File: src/rtl/muldiv_unit.sv
`default_nettype none
// ============================================================================
// Module   : muldiv_unit
// Function : 32-cycle iterative signed MULT/DIV writing HI/LO registers.
// Revision : 1.0
// ============================================================================
module muldiv_unit (
    input  logic        clk,
    input  logic        reset,
    input  logic        start,
    input  logic        is_div,
    input  logic [31:0] a,
    input  logic [31:0] b,
    input  logic        readhilo,
    input  logic        spra,
    output logic [31:0] hilo_out,
    output logic        busy,
    output logic        stall,
    output logic        done
);

    typedef enum logic [1:0] {
        S_IDLE = 2'd0,
        S_CALC = 2'd1,
        S_FIX  = 2'd2
    } state_t;

    state_t      r_state;
    logic        r_div;
    logic        r_sa;
    logic        r_sb;
    logic        r_bzero;
    logic [31:0] r_m;
    logic [31:0] r_wh;
    logic [31:0] r_wl;
    logic [4:0]  r_cnt;
    logic [31:0] r_hi;
    logic [31:0] r_lo;
    logic        r_done;

    logic [31:0] w_abs_a;
    logic [31:0] w_abs_b;
    logic [32:0] w_sum;
    logic [32:0] w_shl;
    logic        w_ge;
    logic [31:0] w_diff;
    logic [63:0] w_prod;
    logic [63:0] w_prod_s;
    logic [31:0] w_quo;
    logic [31:0] w_rem;
    logic        w_neg;

    // 0x80000000 maps to itself, read as the unsigned magnitude 2^31.
    assign w_abs_a = a[31] ? (32'd0 - a) : a;
    assign w_abs_b = b[31] ? (32'd0 - b) : b;

    // Multiply step: conditional add of the multiplicand, then shift right.
    assign w_sum  = {1'b0, r_wh} + (r_wl[0] ? {1'b0, r_m} : 33'd0);

    // Divide step: shift the partial remainder left, trial-subtract the divisor.
    assign w_shl  = {r_wh, r_wl[31]};
    assign w_ge   = (w_shl >= {1'b0, r_m});
    assign w_diff = w_shl[31:0] - r_m;

    assign w_neg    = r_sa ^ r_sb;
    assign w_prod   = {r_wh, r_wl};
    assign w_prod_s = w_neg ? (64'd0 - w_prod) : w_prod;
    assign w_quo    = r_bzero ? 32'hFFFF_FFFF : (w_neg ? (32'd0 - r_wl) : r_wl);
    assign w_rem    = r_sa ? (32'd0 - r_wh) : r_wh;

    always_ff @(posedge clk) begin
        if (reset) begin
            r_state <= S_IDLE;
            r_div   <= 1'b0;
            r_sa    <= 1'b0;
            r_sb    <= 1'b0;
            r_bzero <= 1'b0;
            r_m     <= 32'd0;
            r_wh    <= 32'd0;
            r_wl    <= 32'd0;
            r_cnt   <= 5'd0;
            r_hi    <= 32'd0;
            r_lo    <= 32'd0;
            r_done  <= 1'b0;
        end else begin
            r_done <= 1'b0;
            case (r_state)
                S_IDLE: begin
                    if (start) begin
                        r_div   <= is_div;
                        r_sa    <= a[31];
                        r_sb    <= b[31];
                        r_bzero <= (b == 32'd0);
                        r_m     <= is_div ? w_abs_b : w_abs_a;
                        r_wh    <= 32'd0;
                        r_wl    <= is_div ? w_abs_a : w_abs_b;
                        r_cnt   <= 5'd0;
                        r_state <= S_CALC;
                    end
                end
                S_CALC: begin
                    if (r_div) begin
                        r_wh <= w_ge ? w_diff : w_shl[31:0];
                        r_wl <= {r_wl[30:0], w_ge};
                    end else begin
                        r_wh <= w_sum[32:1];
                        r_wl <= {w_sum[0], r_wl[31:1]};
                    end
                    r_cnt <= r_cnt + 5'd1;
                    if (r_cnt == 5'd31) begin
                        r_state <= S_FIX;
                    end
                end
                S_FIX: begin
                    if (r_div) begin
                        r_hi <= w_rem;
                        r_lo <= w_quo;
                    end else begin
                        r_hi <= w_prod_s[63:32];
                        r_lo <= w_prod_s[31:0];
                    end
                    r_done  <= 1'b1;
                    r_state <= S_IDLE;
                end
                default: begin
                    r_state <= S_IDLE;
                end
            endcase
        end
    end

    assign busy     = (r_state != S_IDLE);
    // A HI/LO read issued alongside a launching MULT/DIV must also hold.
    assign stall    = (busy & (readhilo | start)) | (start & readhilo);
    assign done     = r_done;
    assign hilo_out = spra ? r_hi : r_lo;

endmodule
`default_nettype wire

File: config.mk
export PLATFORM = sky130hd
export DESIGN_NAME = muldiv_unit
export DESIGN_NICKNAME = d
export VERILOG_FILES = /design/src/rtl/muldiv_unit.sv
export SDC_FILE = /design/constraint.sdc
export NUM_CORES = 1
export LEC_CHECK = 0
export ABC_AREA = 1
export CAP_MARGIN = 20
export CELL_PAD_IN_SITES_DETAIL_PLACEMENT = 1
export CELL_PAD_IN_SITES_GLOBAL_PLACEMENT = 2
export CORE_MARGIN = 1.5
export CORE_UTILIZATION = 35
export DETAILED_ROUTE_END_ITERATION = 8
export MAX_ROUTING_LAYER = met4
export PLACE_DENSITY = 0.87
export SYNTH_ARGS = -nofsm -noshare
export SYNTH_HDL_FRONTEND = slang
export SYNTH_SLANG_ARGS = --single-unit
export TNS_END_PERCENT = 100
File: constraint.sdc
create_clock -name clk -period 4 [get_ports clk]
set_clock_uncertainty 0.05 [all_clocks]
set_input_delay 0.8 -clock clk [delete_from_list [all_inputs] [get_ports clk]]
set_output_delay 0.8 -clock clk [all_outputs]
set_load 0.1 [all_outputs]
==> results.md, run 1 <==
* Status: completed
* Unrepaired setup endpoints after global routing: no
* Area after DPL at 19500 µm²
* Crit path launch type: flop
* Num CTS Buffers at 17
* Hold-fix buffers, CTS at 0
* Slew @ Worst Pin at 1.06 ns
* Syn nets at 3276
* # placed instances at 3847
* Clk sink count at 172
* Asr flop ratio synth at 0
* Synth area leader: dfxtp_1
* Row count at 82
* Routed wl met3 at 4.74 mm
* Metal2 WL at 39.1 mm
* Worst min path class: reg -> reg
* Sequential element share of the synthesized area at 0.194
* Vias at 21400
* Final worst path period share at 0.866
* Max Cap Violations at 0
* Top Metal Used: met4
* Netlist cell types at 54
* Nets at 3336
* Post-DRT Antenna Nets at 0
* Root Buffer: clkbuf_16
* Core area at 50100 µm²
* Finish-stage setup viols at 0
* CTS tree: done
* Largest net degree at the start of global routing at 76
* YS warnings at 0
* Ys flop type: dfxtp_1
* Initial antenna violation count at 0
* Vias per inst at 5.51
* Post-synth top area share at 0.194
* Die height at 228 µm
* Mapped Area at 17700 µm²
* Worst-path clk slew at 0.08 ns
* Max Buffers Root-to-Sink at 2
* Slew Limit Fails at 0
* CP max FO at 8
* Peak supply drop at 0.000346 V
* Post-CTS Setup Repair Bufs at 0
* Yosys reg bits at 172
* Worst slew margin at 0.292
* PwrDens at 331 nW/µm²
* Sum of routed wire segments on met1 at 40.5 mm
* Worst-Skew Late Latency at 0.51 ns
* Ranking of synthesized cells by area: dfxtp_1, nand2_1, inv_1
* Critical path required time at 4.28 ns
* Fin cells at 3880
* EDFF count, synth at 0
* Drt first-iter violations at 2000
* Final HPWL DP at 71.5 mm
* Final instance area at 20100 µm²
* Starting density of the core at 0.354
* Share of layout cells above drive strength 1 at 0.0649
* WS Path Type: reg -> reg
* GR Overflow Total at 0
* Post-CTS sizing at 0
* Die X-Extent at 228 µm
* Gpl congestion at 1.05
* I/O pin count at 105
* Detailed-router iteration count before antenna repair at 5
* Synth top cells by count: nand2_1, inv_1, nor2_1, nand3_1, a21oi_1
* Gr usage total at 0.343
* Synth-to-layout area growth at 13.5%
* Avg Inst Size Synth at 5.65 µm²
* Die Area at 52000 µm²
* Fin crit period at 3.46 ns
* H-tree depth at 4
* Cells after Synth at 3134
* FMAX at 289 MHz
* DRC at 0
* Critical Path Sink Type: flop
* Final Hold Viols at 0
* Port Buffers at 104
* WP data arrival at 3.75 ns
* Total wire length at 87.6 mm
* Most common cell in the netlist: nand2_1
* Lkg Pwr at 9.92 nW
* Number of global-route vias before repair at 21100
* First-pass GRT wire length at 132 mm
* WL/cell at 22.6 µm
==> metal layers <==
metal  up-vias  GRT usage
li1      10200          -
met1     10400      0.457
met2       644      0.528
met3       128     0.0441
met4         0      0.128
met5         -          -
==> cells in the final DEF, fill, tap and decap left out, types with 10 or more instances in the layout <==
cell / n
a21oi_1: 248
a31oi_1: 18
buf_4: 97
clkbuf_16: 17
clkdlybuf4s50_1: 69
dfxtp_1: 171
ha_1: 70
inv_1: 471
inv_2: 14
mux2_2: 14
nand2_1: 839
nand3_1: 255
nand3b_1: 12
nand4_1: 44
nor2_1: 297
nor2_2: 10
nor3_1: 36
o211ai_1: 29
o21ai_0: 239
o21ai_1: 12
o221ai_1: 15
or2_2: 12
xor2_1: 106
==> state kept, by name, indices dropped and copies added, names as in the netlist <==
register	flops
r_hi	32
r_wh	32
r_lo	32
r_sb	1
r_div	1
r_wl	32
done	1
r_bzero	1
r_m	32
r_state	2
r_cnt	5
r_sa	1
==> stage by stage <==
stage / hold WS [ns] / power (W) / setup TNS, ns / util / setup slack (ns)
after floorplan: 0.395 / 0.00382 / -0.463 / - / -0.0943
after global placement: 0.403 / 0.00483 / 0 / 0.390 / 0.365
after detailed placement: 0.414 / 0.00487 / 0 / 0.390 / 0.331
after CTS: 0.426 / 0.00664 / 0 / 0.402 / 0.608
after global routing: 0.453 / 0.00703 / 0 / 0.402 / 0.313
final: 0.423 / 0.00667 / 0 / 0.402 / 0.536
==> final timing paths <==
check | slack [ns] | from | endpoint | depth (start not counted)
max | 0.54 | r_wh[0] | r_wh[29] | 13
min | 0.42 | r_cnt[3] | r_cnt[3] | 2
max reg2reg | 0.54 | r_wh[0] | r_wh[29] | 13
min reg2reg | 0.42 | r_cnt[3] | r_cnt[3] | 2
==> power by group <==
part | internal [W] | switching (W) | leakage [nW]
registers | 0.00179 | 0.000124 | 1.40
logic | 0.000858 | 0.00212 | 8.24
clock network | 0.000883 | 0.000889 | 0.277
total | 0.00353 | 0.00313 | 9.92
==> critical path, stage by stage, from the launching register on <==
cell and delay, ns:
dfxtp_1 0.64, ha_1 0.36, inv_1 0.13, fa_1 0.49
o21ai_0 0.48, nand2_1 0.16, nand2_1 0.16, nand2_1 0.06
nand3_1 0.17, nand2_1 0.15, nand3_1 0.12, nand3_1 0.14
nand3_1 0.12, a21oi_1 0.07
==> layout make-up <==
cell class                      count  area (µm²)
Tap cell                          672         841
Clock buffer                       19         433
Clock inverter                     13         145
Multi-Input combinational cell   2344       11900
Sequential cell                   172        3450
Antenna cell                        1        2.50
Fill cell                        6996       30000
Timing Repair Buffer              171        1490
Inverter                          488        1830
==> logic make-up after synthesis <==
family / synth area share
buffers and inverters: 0.134
adder cells (fa/ha/maj): 0.0523
multiplexers: 0.00890
flip-flops: 0.194
AO/OA/AOI/OAI: 0.188
XOR/XNOR: 0.0569
AND/OR/NAND/NOR: 0.365
Power figures use the tool's default switching activity.
==> inputs of run 2 (changes only) <==
Settings changed: CORE_UTILIZATION 35 to 32, CTS_CLUSTER_SIZE set to 20, PLACE_DENSITY 0.87 to 0.81.
Clock period 4 ns to 3.46 ns, I/O delays scaled along.
==> results.md, run 2 (synthesis gave the netlist of run 1 again) <==
* Starting density of the core at 0.323
* Critical path required time at 3.83 ns
* Nets at 3360
* Net switching power at 0.00377 W
* Slowest-stage cell, CP: dfxtp_1
* Die X-Extent at 238 µm
* Synth-to-layout area growth at 17.3%
* Num CTS Buffers at 17
* FMAX at 318 MHz
* Worst r2r src: r_m[12]
* Lkg Pwr at 10.2 nW
* # placed instances at 3903
* Number of global-route vias before repair at 21600
* Max Cap Violations at 0
* Worst-Skew Late Latency at 0.51 ns
* Crit path launch type: flop
* Clk sink count at 172
* Detailed-router iteration count before antenna repair at 5
* H-tree depth at 4
* First-pass GRT wire length at 137 mm
* WL/cell at 23.3 µm
* Initial antenna violation count at 1
* Critical Path Most Common Cell: nand2_1
* P_int at 0.00409 W
* Status: completed
* Drt first-iter violations at 1509
* Worst-path clk slew at 0.09 ns
* Post-DRT Antenna Nets at 0
* GR Overflow Total at 0
* Final Hold Viols at 0
* Total wire length at 91.6 mm
* Critical Path Sink Type: flop
* Hold wc startpoint: r_cnt[4]
* Final worst path period share at 0.909
* Most frequent cells in the layout: nand2_1, inv_1, nor2_1, nand3_1, a21oi_1
* WP data arrival at 3.52 ns
* Share of layout cells above drive strength 1 at 0.0730
* Combinational share of power at 0.451
* Final HPWL DP at 75.6 mm
* FF-to-FF setup slack at 0.31 ns
* Max incr delay on CP at 0.52 ns
* Worst slew margin at 0.306
* Root Buffer: clkbuf_16
* Hold-fix buffers, CTS at 0
* Slew @ Worst Pin at 1.04 ns
* DRC at 0
* Fin cells at 3936
* R2R cell count at 15
* Sequential power share at 0.286
* Post-CTS Setup Repair Bufs at 0
* Max Buffers Root-to-Sink at 2
* I/O pin count at 105
* Clk pwr share at 0.264
* Finish-stage setup viols at 0
* Largest net degree at the start of global routing at 69
* Commonest non-fill, non-tap cell in the layout: nand2_1
* PwrDens at 379 nW/µm²
* Min-Delay Endpoint: r_cnt[4]
* Post-CTS sizing at 0
* Peak supply drop at 0.000300 V
* Worst R2R End: r_wh[5]
* Die Area at 56800 µm²
* CP max FO at 25
* CP cell instances: inv_1 > ha_1 > nand2_1 > nor2_1 > nand2_1 > nor2_1 > nand2_1 > nand2_1 > nor2_2 > nand2_4 > buf_12 > nand2_1 > nand3_1 > nand3_1 > a21oi_1
* Worst min path class: reg -> reg
* Slew Limit Fails at 0
* Vias at 21500
* Gr usage total at 0.332
* Die height at 238 µm
* Row count at 86
* Gpl congestion at 1.01
* Hold path cells at 2
* Unrepaired setup endpoints after global routing: no
* CTS tree: done
* Fin crit period at 3.15 ns
* Port Buffers at 104
* WS Path Type: reg -> reg
* Fraction of power spent switching nets at 0.480
* Core area at 54900 µm²
* Vias per inst at 5.45
* Final Util at 0.379
[run 2: metal layers]
| layer | GRT usage | share of wire | vias up |
|---|---|---|---|
| met1 | 0.442 | 0.47 | 10500 |
| met4 | 0.137 | 0.041 | 0 |
| met5 | - | 0 | - |
| met3 | 0.0355 | 0.049 | 135 |
| li1 | - | - | 10300 |
| met2 | 0.510 | 0.44 | 603 |
[run 2: layout make-up]
class | count | area, µm²
clock inverters | 14 | 145
multi-input cells | 2344 | 11900
inverters | 488 | 1830
well taps | 704 | 881
repair buffers | 195 | 2100
flip-flops and latches | 172 | 3450
diodes | 1 | 2.50
clock buffers | 18 | 439
fillers | 7460 | 34100
[run 2: worst max path at each step]
stage,depth (start not counted),slack (ns),from,endpoint
6_report,15,0.31,r_m[12],r_wh[5]
5_1_grt,15,0.11,r_m[12],r_wh[5]
4_1_cts,15,0.33,r_m[12],r_wh[5]
3_5_place_dp,12,0.03,a[0],r_m[16]
3_3_place_gp,12,0.03,a[0],r_m[16]
2_1_floorplan,3,-0.42,spra,hilo_out[23]
[run 2: critical path: cells and delay by family, from the launching register on]
family,cells,cell delay [ns]
AO/OA/AOI/OAI,1,0.14
adder cells (fa/ha/maj),1,0.42
buffers and inverters,2,0.41
flip-flops,1,0.52
AND/OR/NAND/NOR,11,1.49
[run 2: power by group through the flow]
stage | Sequential (W) | Clock (W) | Combinational, W
after CTS | 0.00224 | 0.00209 | 0.00350
after floorplan | 0.00219 | 0 | 0.00222
final | 0.00225 | 0.00208 | 0.00354
after detailed placement | 0.00228 | 0 | 0.00348
after global placement | 0.00228 | 0 | 0.00343
after global routing | 0.00225 | 0.00216 | 0.00387
[run 2: through the flow]
step	power (W)	area [µm²]	hold slack, ns	setup WS [ns]	setup TNS [ns]
3_3_place_gp	0.00571	20200	0.401	0.0290	0
6_report	0.00787	20800	0.423	0.314	0
3_5_place_dp	0.00576	20200	0.411	0.0349	0
4_1_cts	0.00782	20800	0.423	0.333	0
2_1_floorplan	0.00441	17700	0.395	-0.418	-2.08
5_1_grt	0.00828	20800	0.443	0.109	0
